==> src/rtl/transition_sequencer.sv <==
// Transition sequencer: plays the enabled transition patterns 1->2->3 on the mux select,
// holding each one for a latched number of frame ticks, then pulses done and returns to idle.
module transition_sequencer #(
    parameter int TRANSEQ_SELECTWIDTH = 2,
    parameter int TRANSEQ_HOLDWIDTH   = 8
) (
    input  logic                           SC_TRANSEQ_CLOCK_50,
    input  logic                           SC_TRANSEQ_RESET_InLow,
    input  logic                           SC_TRANSEQ_start_In,
    input  logic                           SC_TRANSEQ_abort_In,
    input  logic                           SC_TRANSEQ_tick_In,
    input  logic [2:0]                     SC_TRANSEQ_mask_InBUS,
    input  logic [TRANSEQ_HOLDWIDTH-1:0]   SC_TRANSEQ_hold_InBUS,
    output logic [TRANSEQ_SELECTWIDTH-1:0] SC_TRANSEQ_select_OutBUS,
    output logic                           SC_TRANSEQ_busy_Out,
    output logic                           SC_TRANSEQ_done_Out
);

    localparam int HW = TRANSEQ_HOLDWIDTH;

    typedef enum logic [2:0] {
        ST_IDLE = 3'd0,
        ST_T1   = 3'd1,
        ST_T2   = 3'd2,
        ST_T3   = 3'd3,
        ST_DONE = 3'd4
    } state_t;

    state_t        state_q, state_d;
    logic [HW-1:0] cnt_q, cnt_d;
    logic [HW-1:0] hold_q, hold_d;
    logic [2:0]    mask_q, mask_d;
    logic [1:0]    sel_code;

    // First enabled stage strictly after stage index 'after' (0 = from idle).
    function automatic state_t next_stage(input logic [2:0] mask, input logic [1:0] after);
        state_t ns;
        if (after < 2'd1 && mask[0])      ns = ST_T1;
        else if (after < 2'd2 && mask[1]) ns = ST_T2;
        else if (after < 2'd3 && mask[2]) ns = ST_T3;
        else                              ns = ST_DONE;
        return ns;
    endfunction

    // A hold of zero is treated as one tick, so the reload never underflows.
    function automatic logic [HW-1:0] reload(input logic [HW-1:0] hold);
        return (hold == '0) ? '0 : hold - HW'(1);
    endfunction

    always_ff @(posedge SC_TRANSEQ_CLOCK_50 or negedge SC_TRANSEQ_RESET_InLow) begin
        if (!SC_TRANSEQ_RESET_InLow) begin
            state_q <= ST_IDLE;
            cnt_q   <= '0;
            hold_q  <= '0;
            mask_q  <= '0;
        end else begin
            state_q <= state_d;
            cnt_q   <= cnt_d;
            hold_q  <= hold_d;
            mask_q  <= mask_d;
        end
    end

    always_comb begin
        state_t nxt;
        state_d = state_q;
        cnt_d   = cnt_q;
        hold_d  = hold_q;
        mask_d  = mask_q;
        nxt     = ST_DONE;
        case (state_q)
            ST_IDLE: begin
                if (SC_TRANSEQ_start_In && !SC_TRANSEQ_abort_In) begin
                    mask_d  = SC_TRANSEQ_mask_InBUS;
                    hold_d  = SC_TRANSEQ_hold_InBUS;
                    nxt     = next_stage(SC_TRANSEQ_mask_InBUS, 2'd0);
                    state_d = nxt;
                    cnt_d   = (nxt == ST_DONE) ? '0 : reload(SC_TRANSEQ_hold_InBUS);
                end
            end
            ST_T1, ST_T2, ST_T3: begin
                if (SC_TRANSEQ_abort_In) begin
                    state_d = ST_IDLE;
                    cnt_d   = '0;
                end else if (SC_TRANSEQ_tick_In) begin
                    if (cnt_q != '0) begin
                        cnt_d = cnt_q - HW'(1);
                    end else begin
                        nxt     = next_stage(mask_q, state_q[1:0]);
                        state_d = nxt;
                        cnt_d   = (nxt == ST_DONE) ? '0 : reload(hold_q);
                    end
                end
            end
            ST_DONE: begin
                state_d = ST_IDLE;
                cnt_d   = '0;
            end
            default: begin
                state_d = ST_IDLE;
                cnt_d   = '0;
            end
        endcase
    end

    always_comb begin
        sel_code            = 2'd0;
        SC_TRANSEQ_busy_Out = 1'b0;
        SC_TRANSEQ_done_Out = 1'b0;
        case (state_q)
            ST_T1: begin
                sel_code            = 2'd1;
                SC_TRANSEQ_busy_Out = 1'b1;
            end
            ST_T2: begin
                sel_code            = 2'd2;
                SC_TRANSEQ_busy_Out = 1'b1;
            end
            ST_T3: begin
                sel_code            = 2'd3;
                SC_TRANSEQ_busy_Out = 1'b1;
            end
            ST_DONE: begin
                SC_TRANSEQ_busy_Out = 1'b1;
                SC_TRANSEQ_done_Out = 1'b1;
            end
            default: ;
        endcase
    end

    assign SC_TRANSEQ_select_OutBUS = TRANSEQ_SELECTWIDTH'(sel_code);

endmodule
==> config.mk <==
export PLATFORM = sky130hd
export DESIGN_NAME = transition_sequencer
export DESIGN_NICKNAME = d
export VERILOG_FILES = /design/src/rtl/transition_sequencer.sv
export SDC_FILE = /design/constraint.sdc
export NUM_CORES = 1
export LEC_CHECK = 0
export ABC_AREA = 1
export BUFFER_PORTS_ARGS = -buffer_cell sky130_fd_sc_hd__buf_2
export CORE_UTILIZATION = 60
export CTS_CLUSTER_SIZE = 10
export DETAILED_ROUTE_END_ITERATION = 10
export PLACE_DENSITY = 0.82
export SETUP_SLACK_MARGIN = 0.5
export SLEW_MARGIN = 30
export SYNTH_ARGS = -nofsm -noshare
export SYNTH_HDL_FRONTEND = slang
export SYNTH_SLANG_ARGS = --single-unit
==> constraint.sdc <==
create_clock -name SC_TRANSEQ_CLOCK_50 -period 3.56 [get_ports SC_TRANSEQ_CLOCK_50]
set_clock_uncertainty 0.2 [all_clocks]
set_input_delay 0.356 -clock SC_TRANSEQ_CLOCK_50 [delete_from_list [all_inputs] [get_ports SC_TRANSEQ_CLOCK_50]]
set_output_delay 0.356 -clock SC_TRANSEQ_CLOCK_50 [all_outputs]
set_load 0.005 [all_outputs]
==> flow_summary.ini, run 1 <==
[cts]
numCtsBuffers = 3
clock_latency_ns = 0.33
clockBufferDepth = 2
cts.htree.levels = 1
root_buffer = clkbuf_4
cts_resized = 0
cts_tree = yes
path_clk_slew_ns = 0.14
cts_sinks = 22
cts_setup_buffers = 0

[setup_path]
path_cells = nor2_4 > nand2_2 > inv_2 > nand3_1 > mux2_2
endpoint_kind = register
worstSetupStartpointType = register
worstPathMaxFanout = 21
arrival_ns = 2.10
slowest_delay_ns = 0.46
crit_buf_inv = 1
critPathTopFamily = simple AND/OR/NAND/NOR gates
slowest_stage = mux2_2
critPathKind = reg -> reg
required_ns = 3.59

[worst_hold_path]
hold_class = in -> reg

[yosys]
synth.cell_area_mm2 = 0.00173
syn_inst = 257
seq_area_frac_synth_pct = 31.9
ys_top_cells_by_count = nand2_1 (74), inv_1 (36), nor2_1 (33), nand3_1 (25), dfrtp_1 (22)
yosysMostFrequentCell = nand2_1
synth_nets = 279
yosys.area.top_type = dfrtp_1
synthTopCellsByArea = dfrtp_1 (32%), nand2_1 (16%), inv_1 (7.8%)
yosysUniqueCellTypes = 31
syn_area_per_cell_um2 = 6.72
synth_flop_cell = dfrtp_1
ys_async_sr_fraction_pct = 100
synth_enable_flop_cells = 0
synth-seq-cells = 22
synth_top_area_share_pct = 31.9
yosys_warnings = 0

[drt]
top_layer_used = met4
met3WireLength_um = 159
drtIter0Drc = 38
firstDrtPassIters = 4
vias_per_cell = 5.17
antenna_left = 0
wl_met1_um = 1750
wl_um = 3680
wl_per_cell_um = 11.9
drc = 0
route.met2.wl_um = 1710
num_vias = 1604

[finish]
design_area_mm2 = 0.00192
drive_above_1_share_pct = 17.2
diodes = 0
area_delta_synth_final_pct = 10.9
final_util_pct = 70.1
nNetsFinal = 302
final_cell_count_no_fill = 310

[timing]
drv_slew = 0
fin_crit_sh_pct = 58.1
tns_ns = 0
hold_viol_final = 0
max_freq_mhz = 483
rsz0062_at_grt = no
finalCriticalPeriod_ns = 2.07
setup_viol = 0
worst_pin_slew_ns = 0.649
slew_headroom_pct = 56.6

[floorplan]
io_pins = 20
die-area_mm2 = 0.00310
die_y_um = 55.7
fp.coreArea_mm2 = 0.00273
die_w_um = 55.7
num_rows = 19
start_util_pct = 63.2

[placed_design]
hpwl_um = 2880
place_area_mm2 = 0.00185
gp_congestion = 0.857
dp_cells = 305
port_buffers = 19

[global_route]
overflow = 0
grt_max_degree = 23
antenna_found_initial = 0
grt_pass1_vias = 1439
grt_util_all_layers_pct = 26.6
grt_pass1_wl_um = 6500

[power]
power.internal_uw = 825
switchingPower_uw = 792
clock_power_share_pct = 12.3
p_sw_share_pct = 49.0
peakVddDrop_uv = 631
comb_power_share_pct = 58.5
power_density_mw_per_mm2 = 844
p_leak_uw = 0.00104
p_seq_share_pct = 29.1

[outcome]
status = completed

[flow_run]
maxCapViolCount = 0
logic make-up (layout without fill, tap and decap cells):
group / Yosys count / after routing / share of synthesized area (%)
compound gates: 27 / 27 / 9.27
xor+xnor: 7 / 7 / 3.55
fa+ha+maj: 6 / 6 / 4.34
buf+inv: 42 / 64 / 9.63
flops: 22 / 22 / 31.9
mux: 1 / 1 / 0.652
simple gates: 152 / 152 / 40.7
final timing paths:
kind	startpoint	end	slack [ns]	cells after the start
max reg2reg	state_q[1]	mask_q[2]	1.49	5
max in group asynchronous	SC_TRANSEQ_RESET_InLow	hold_q[3]	2.51	2
min in group asynchronous	SC_TRANSEQ_RESET_InLow	state_q[2]	0.30	2
max	state_q[1]	mask_q[2]	1.49	5
min	SC_TRANSEQ_mask_InBUS[2]	mask_q[2]	0.08	2
min reg2reg	cnt_q[0]	cnt_q[0]	0.30	2
what timing repair did:
item	in CTS	in global routing
endpoints found under the hold margin	22	0
hold buffers	1	0
endpoints found under the setup margin	0	0
flip-flops by register name (all words and copies together) (netlist names):
name	count
hold_q	8
mask_q	3
cnt_q	8
state_q	3
routing by layer:
layer / global-route usage (%) / up-vias
met1: 37.5 / 709
li1: - / 839
met5: 0 / -
met3: 3.02 / 7
met2: 42.7 / 49
met4: 8.93 / 0
area by class of cell:
| class | count | area, µm² |
|---|---|---|
| multi-input cells | 193 | 1010 |
| fillers | 263 | 818 |
| flip-flops and latches | 22 | 551 |
| inverters | 40 | 158 |
| repair buffers | 20 | 105 |
| well taps | 31 | 38.8 |
| clock inverters | 1 | 30.0 |
| clock buffers | 3 | 22.5 |
power groups by stage:
stage / sequential [µW] / combinational, µW / clock [µW]
6_report: 471 / 946 / 200
5_1_grt: 488 / 1090 / 213
3_3_place_gp: 474 / 917 / 0
4_1_cts: 470 / 949 / 202
2_1_floorplan: 448 / 764 / 0
3_5_place_dp: 476 / 938 / 0
stage by stage:
stage                     hold WS [ns]  power (µW)  worst slack [ns]
after floorplan                 -0.140        1210              1.90
after global routing            0.0722        1790              1.29
after detailed placement         0.157        1410              1.50
final                           0.0825        1620              1.49
after CTS                       0.0820        1620              1.48
after global placement           0.151        1390              1.51
cells in the final DEF, fill, tap and decap left out, drive strengths merged:
master / count
clkbuf: 3
o31ai: 1
nor2: 41
and2: 1
nand3: 26
o21bai: 1
buf: 19
inv: 40
o22ai: 1
or2: 2
bufinv: 1
o21ai: 18
mux2: 1
dlygate4sd3: 1
a21oi: 6
nor3: 1
ha: 6
xor2: 7
dfrtp: 22
nand2: 80
nand3b: 1
(Power assumes the default switching activity.)
==> inputs of run 2 (changes only) <==
CORE_UTILIZATION = 52   (was 60)
PLACE_DENSITY = 0.75   (was 0.82)
clock period = 1.7 ns   (was 3.56 ns; I/O delays follow)
==> run 2 against run 1 <==
Effect of this change:
- the flow now finishes with violations (hold timing, setup timing)
- via count rose by 23%
- cell count rose by 19%
- clock-buffer cell count did not move
- critical path depth did not move
- die area rose by 15%
- flip-flop and latch count did not move
- critical endpoint is now SC_TRANSEQ_busy_Out
- largest cell class unchanged
==> flow_summary.ini, run 2 (synthesis results as in run 1) <==
[outcome]
status = finished with violations
violations = hold timing, setup timing

[drt]
drtIter0Drc = 105
wl_um = 5630
wl_per_cell_um = 15.2
drc = 0
antenna_left = 0
firstDrtPassIters = 4
num_vias = 1979
vias_per_cell = 5.35

[floorplan]
num_rows = 20
start_util_pct = 55.7
die_w_um = 59.6
die_y_um = 59.6
io_pins = 20
die-area_mm2 = 0.00356
fp.coreArea_mm2 = 0.00310

[power]
clock_power_share_pct = 8.4
switchingPower_uw = 2420
peakVddDrop_uv = 843
p_sw_share_pct = 47.2
comb_power_share_pct = 72.3
p_seq_share_pct = 19.3
p_leak_uw = 0.00135
power_density_mw_per_mm2 = 1930
power.internal_uw = 2710
total_power_uw = 5130

[finish]
multi_input_area_mm2 = 0.00126
ff_latch_area_um2 = 551
layout_commonest_cell = nand2_1
drive_above_1_share_pct = 41.7
diodes = 0
design_area_mm2 = 0.00266
nNetsFinal = 349
final_cell_mix = nand2_1 (62), inv_1 (28), nor2_1 (23), dfrtp_1 (22), buf_4 (19)
reg_top3 = cnt_q (8), hold_q (8)
fillCellCount = 176
area_delta_synth_final_pct = 53.9

[flow_run]
maxCapViolCount = 0

[timing]
hold_ws_ns = -0.00174
tns_ns = -1.26
max_freq_mhz = 551
drv_slew = 0
fin_crit_sh_pct = 107
setup_viol = 23
layout_setup_ws_ns = -0.115
slew_headroom_pct = 65.4
finalCriticalPeriod_ns = 1.82
hold_viol_final = 1
worst_pin_slew_ns = 0.520
rsz0062_at_grt = yes

[setup_path]
required_ns = 1.33
slowest_stage = dfrtp_1
rr_startpoint = state_q[0]
startpoint = state_q[0]
critPathKind = reg -> out
endpoint_kind = primary output
critPathTopFamily = flip-flops
crit_buf_inv = 2
slowest_delay_ns = 0.48
path_cells = nor2_4 > inv_1 > nor2_2 > or2_4 > buf_6
worstSetupStartpointType = register
worstPathMaxFanout = 4
arrival_ns = 1.45

[cts]
cts.htree.levels = 1
root_buffer = clkbuf_4
numCtsBuffers = 3
clock_latency_ns = 0.33
cts_tree = yes
clockBufferDepth = 2
path_clk_slew_ns = 0.15
cts_sinks = 22

[placed_design]
place_ws_ns = -0.0140
gp_congestion = 0.925
port_buffers = 19
hpwl_um = 3110
place_area_mm2 = 0.00200

[global_route]
grt_pass1_wl_um = 8090
antenna_found_initial = 0
overflow = 0
grt_max_degree = 23
grt_pass1_vias = 1794
grt_util_all_layers_pct = 30.8

[worst_hold_path]
hold_path_startpoint = SC_TRANSEQ_mask_InBUS[0]
hold_class = in -> reg
[run 2: changes by cell type in the layout (fill, tap and decap cells not counted), moves of 10 or more]
cell	previous run	this run
buf_4	0	19
buf_6	0	15
dlygate4sd3_1	1	12
nand2_1	74	62
nand3_1	25	14
nor2_1	33	23
o21ai_0	13	2
[run 2: area by class of cell]
class                   instances  area share, %
flip-flops and latches         22           20.7
well taps                      44           2.07
repair buffers                 66           21.7
repair inverters                1          0.141
clock inverters                 1           1.13
clock buffers                   3          0.847
inverters                      40           6.12
multi-input cells             193           47.3
[run 2: worst reg2reg max path, stage by stage, from the launching register on]
cell     delay (ns)
dfrtp_1        0.48
nor2_4         0.22
nand2_2        0.11
inv_4          0.10
buf_6          0.10
buf_6          0.09
nand3_4        0.09
buf_12         0.18
nand2_2        0.06
o21ai_1        0.06
[run 2: power by group through the flow]
stage	clock network [µW]	registers (µW)	logic, µW
after floorplan	0	945	1700
after global placement	0	956	2310
after detailed placement	0	965	2340
after CTS	423	959	3030
after global routing	449	1020	4020
final	430	990	3710
[run 2: per-stage QoR]
step / instances / utilization, %
after CTS: 362 / 79.1
after floorplan: 257 / -
after global placement: 331 / 64.5
after detailed placement: 331 / 64.5
after global routing: 370 / 85.7
final: 370 / 85.7
[run 2: per-layer routing]
metal	GRT usage, %	wire length (µm)	vias up
met4	11.0	299	0
li1	-	-	941
met3	4.59	237	30
met2	54.9	2740	77
met5	0	0	-
met1	37.1	2340	931
[run 2: what timing repair did]
item                                    in CTS  in global routing
buffers inserted                            14                  8
hold buffers                                12                  0
endpoints found under the setup margin      26                 26
resized for setup                           40                 40
cloned                                       1                  0
pin swaps                                   25                 23
hold endpoints to repair                    34                  0
[run 2: final timing paths]
kind | to | slack [ns] | depth (start not counted)
max in group asynchronous | cnt_q[4] | 0.82 | 2
worst max register to register | mask_q[0] | -0.08 | 9
worst max-delay path | SC_TRANSEQ_busy_Out | -0.12 | 5
min in group asynchronous | state_q[1] | 0.12 | 2
worst min-delay path | state_q[1] | -0.002 | 4
worst min register to register | hold_q[0] | 0.34 | 2
==> inputs of run 3 (changes only) <==
PLACE_DENSITY = 0.87   (was 0.75)
SLEW_MARGIN = default   (was 30)
==> run 3 against run 2 <==
Effect of this change:
- the run ends with setup timing left
- clock power fell by 44%
- via count fell by 2.5%
- register-to-register slack got worse by 0.04 ns
- first-iteration DRC count rose by 30%
- flip-flop and latch count did not move
- sequential power barely moved
- final area fell by 7.1%
- worst setup slack got worse by 0.0067 ns
- cell count fell by 3.5%
- routed wire length fell by 3.7%
- highest routed layer unchanged
- combinational power fell by 17%
- power fell by 16%
==> flow_summary.ini, run 3 (synthesis results as in run 1) <==
[setup_path]
endpoint_kind = register
worstPathMaxFanout = 8
cpMostUsedCell = nand2_1
path_cells = inv_2 > nand2_4 > nor2_8 > inv_4 > nor2_4 > buf_6 > nand2_1 > nand3_1 > nand2_1 > nand2_1
arrival_ns = 1.87
required_ns = 1.75
critPathTopFamily = simple AND/OR/NAND/NOR gates
crit_buf_inv = 3
critPathKind = reg -> reg
worstSetupStartpointType = register
slowest_delay_ns = 0.48
slowest_stage = dfrtp_2

[finish]
area_delta_synth_final_pct = 42.9
final_cell_count_no_fill = 357
diodes = 0
design_area_mm2 = 0.00247
reg_top3 = cnt_q (8), hold_q (8)
layout_commonest_cell = nand2_1
drive_above_1_share_pct = 35.1
nNetsFinal = 337
final_cell_mix = nand2_1 (61), inv_1 (30), nor2_1 (28), dfrtp_1 (21), nand3_1 (20)

[timing]
drv_slew = 0
finalCriticalPeriod_ns = 1.82
worst_pin_slew_ns = 0.526
setup_viol = 11
hold_viol_final = 0
slew_headroom_pct = 65.0
rsz0062_at_grt = yes
fin_crit_sh_pct = 107
layout_setup_ws_ns = -0.122
tns_ns = -0.734
max_freq_mhz = 549

[drt]
wl_um = 5420
num_vias = 1930
vias_per_cell = 5.41
drtIter0Drc = 137
antenna_left = 0
firstDrtPassIters = 5
drc = 0
wl_per_cell_um = 15.2

[cts]
clockBufferDepth = 2
numCtsBuffers = 3
cts_tree = yes
cts_sinks = 22
path_clk_slew_ns = 0.12
cts.htree.levels = 1
root_buffer = clkbuf_4
clock_latency_ns = 0.30

[outcome]
violations = setup timing
status = finished with violations

[placed_design]
gp_congestion = 0.863
port_buffers = 19
place_area_mm2 = 0.00198
dp_cells = 326
hpwl_um = 3040
place_ws_ns = 0.0293

[global_route]
grt_pass1_wl_um = 8000
grt_util_all_layers_pct = 31.2
antenna_found_initial = 0
overflow = 0
grt_max_degree = 23
grt_pass1_vias = 1751

[worst_hold_path]
hold_class = in -> reg

[power]
p_leak_uw = 0.00128
peakVddDrop_uv = 897
total_power_uw = 4330
power_density_mw_per_mm2 = 1750

[floorplan]
fp.coreArea_mm2 = 0.00310
die_y_um = 59.6
num_rows = 20
io_pins = 20
die_w_um = 59.6
die-area_mm2 = 0.00356
start_util_pct = 55.7

[flow_run]
maxCapViolCount = 0
==> run 3: cell count changes in the layout (fill, tap and decap cells not counted), moves of 3 or more <==
cell / previous run / this run
buf_4: 19 / 13
nor2_2: 9 / 4
nand3_2: 10 / 5
nand3_1: 14 / 20
o21ai_1: 11 / 8
nor2_1: 23 / 28
buf_6: 15 / 5
buf_16: 0 / 3
==> run 3: path summary, 6_finish.rpt <==
kind	from	endpoint	slack, ns	depth (start not counted)
hold reg to reg	mask_q[0]	mask_q[0]	0.33	2
max in group asynchronous	SC_TRANSEQ_RESET_InLow	state_q[2]	0.76	2
setup / recovery	state_q[2]	cnt_q[0]	-0.12	10
setup reg to reg	state_q[2]	cnt_q[0]	-0.12	10
min in group asynchronous	SC_TRANSEQ_RESET_InLow	hold_q[3]	0.16	2
hold / removal	SC_TRANSEQ_mask_InBUS[0]	state_q[1]	0.04	4
==> run 3: stage by stage <==
step,utilization (%),hold slack [ns]
2_1_floorplan,-,-0.326
3_3_place_gp,63.7,-0.0305
3_5_place_dp,63.7,-0.0276
4_1_cts,76.3,0.0536
5_1_grt,79.6,0.0455
6_report,79.6,0.0426
==> run 3: area by class of cell <==
| class | count | area [µm²] |
|---|---|---|
| Multi-Input combinational cell | 193 | 1170 |
| Fill cell | 205 | 633 |
| Sequential cell | 22 | 552 |
| Timing Repair Buffer | 55 | 507 |
| Inverter | 40 | 160 |
| Tap cell | 44 | 55.1 |
| Clock buffer | 3 | 22.5 |
==> run 3: repair_timing <==
item,in CTS,in global routing
setup buffers,8,5
gates cloned,3,0
pin swaps,8,8
hold buffers,12,0
resized for setup,35,16
hold endpoints to repair,33,0
endpoints found under the setup margin,26,26
==> run 3: per-layer routing <==
layer | wire length [µm] | GRT usage, % | up-vias
met4 | 162 | 11.0 | 0
li1 | - | - | 913
met2 | 2810 | 57.0 | 107
met5 | 0 | 0 | -
met1 | 2060 | 37.8 | 889
met3 | 381 | 2.62 | 21
==> run 3: where the power goes <==
part	internal (µW)	switching (µW)
clock network	82.7	157
logic	1340	1720
registers	758	266
==> run 3: worst min-delay path, cell delays in order <==
cell     delay [ns]
buf_2          0.11
o31ai_2        0.10
nor2_4         0.10
a21oi_2        0.04
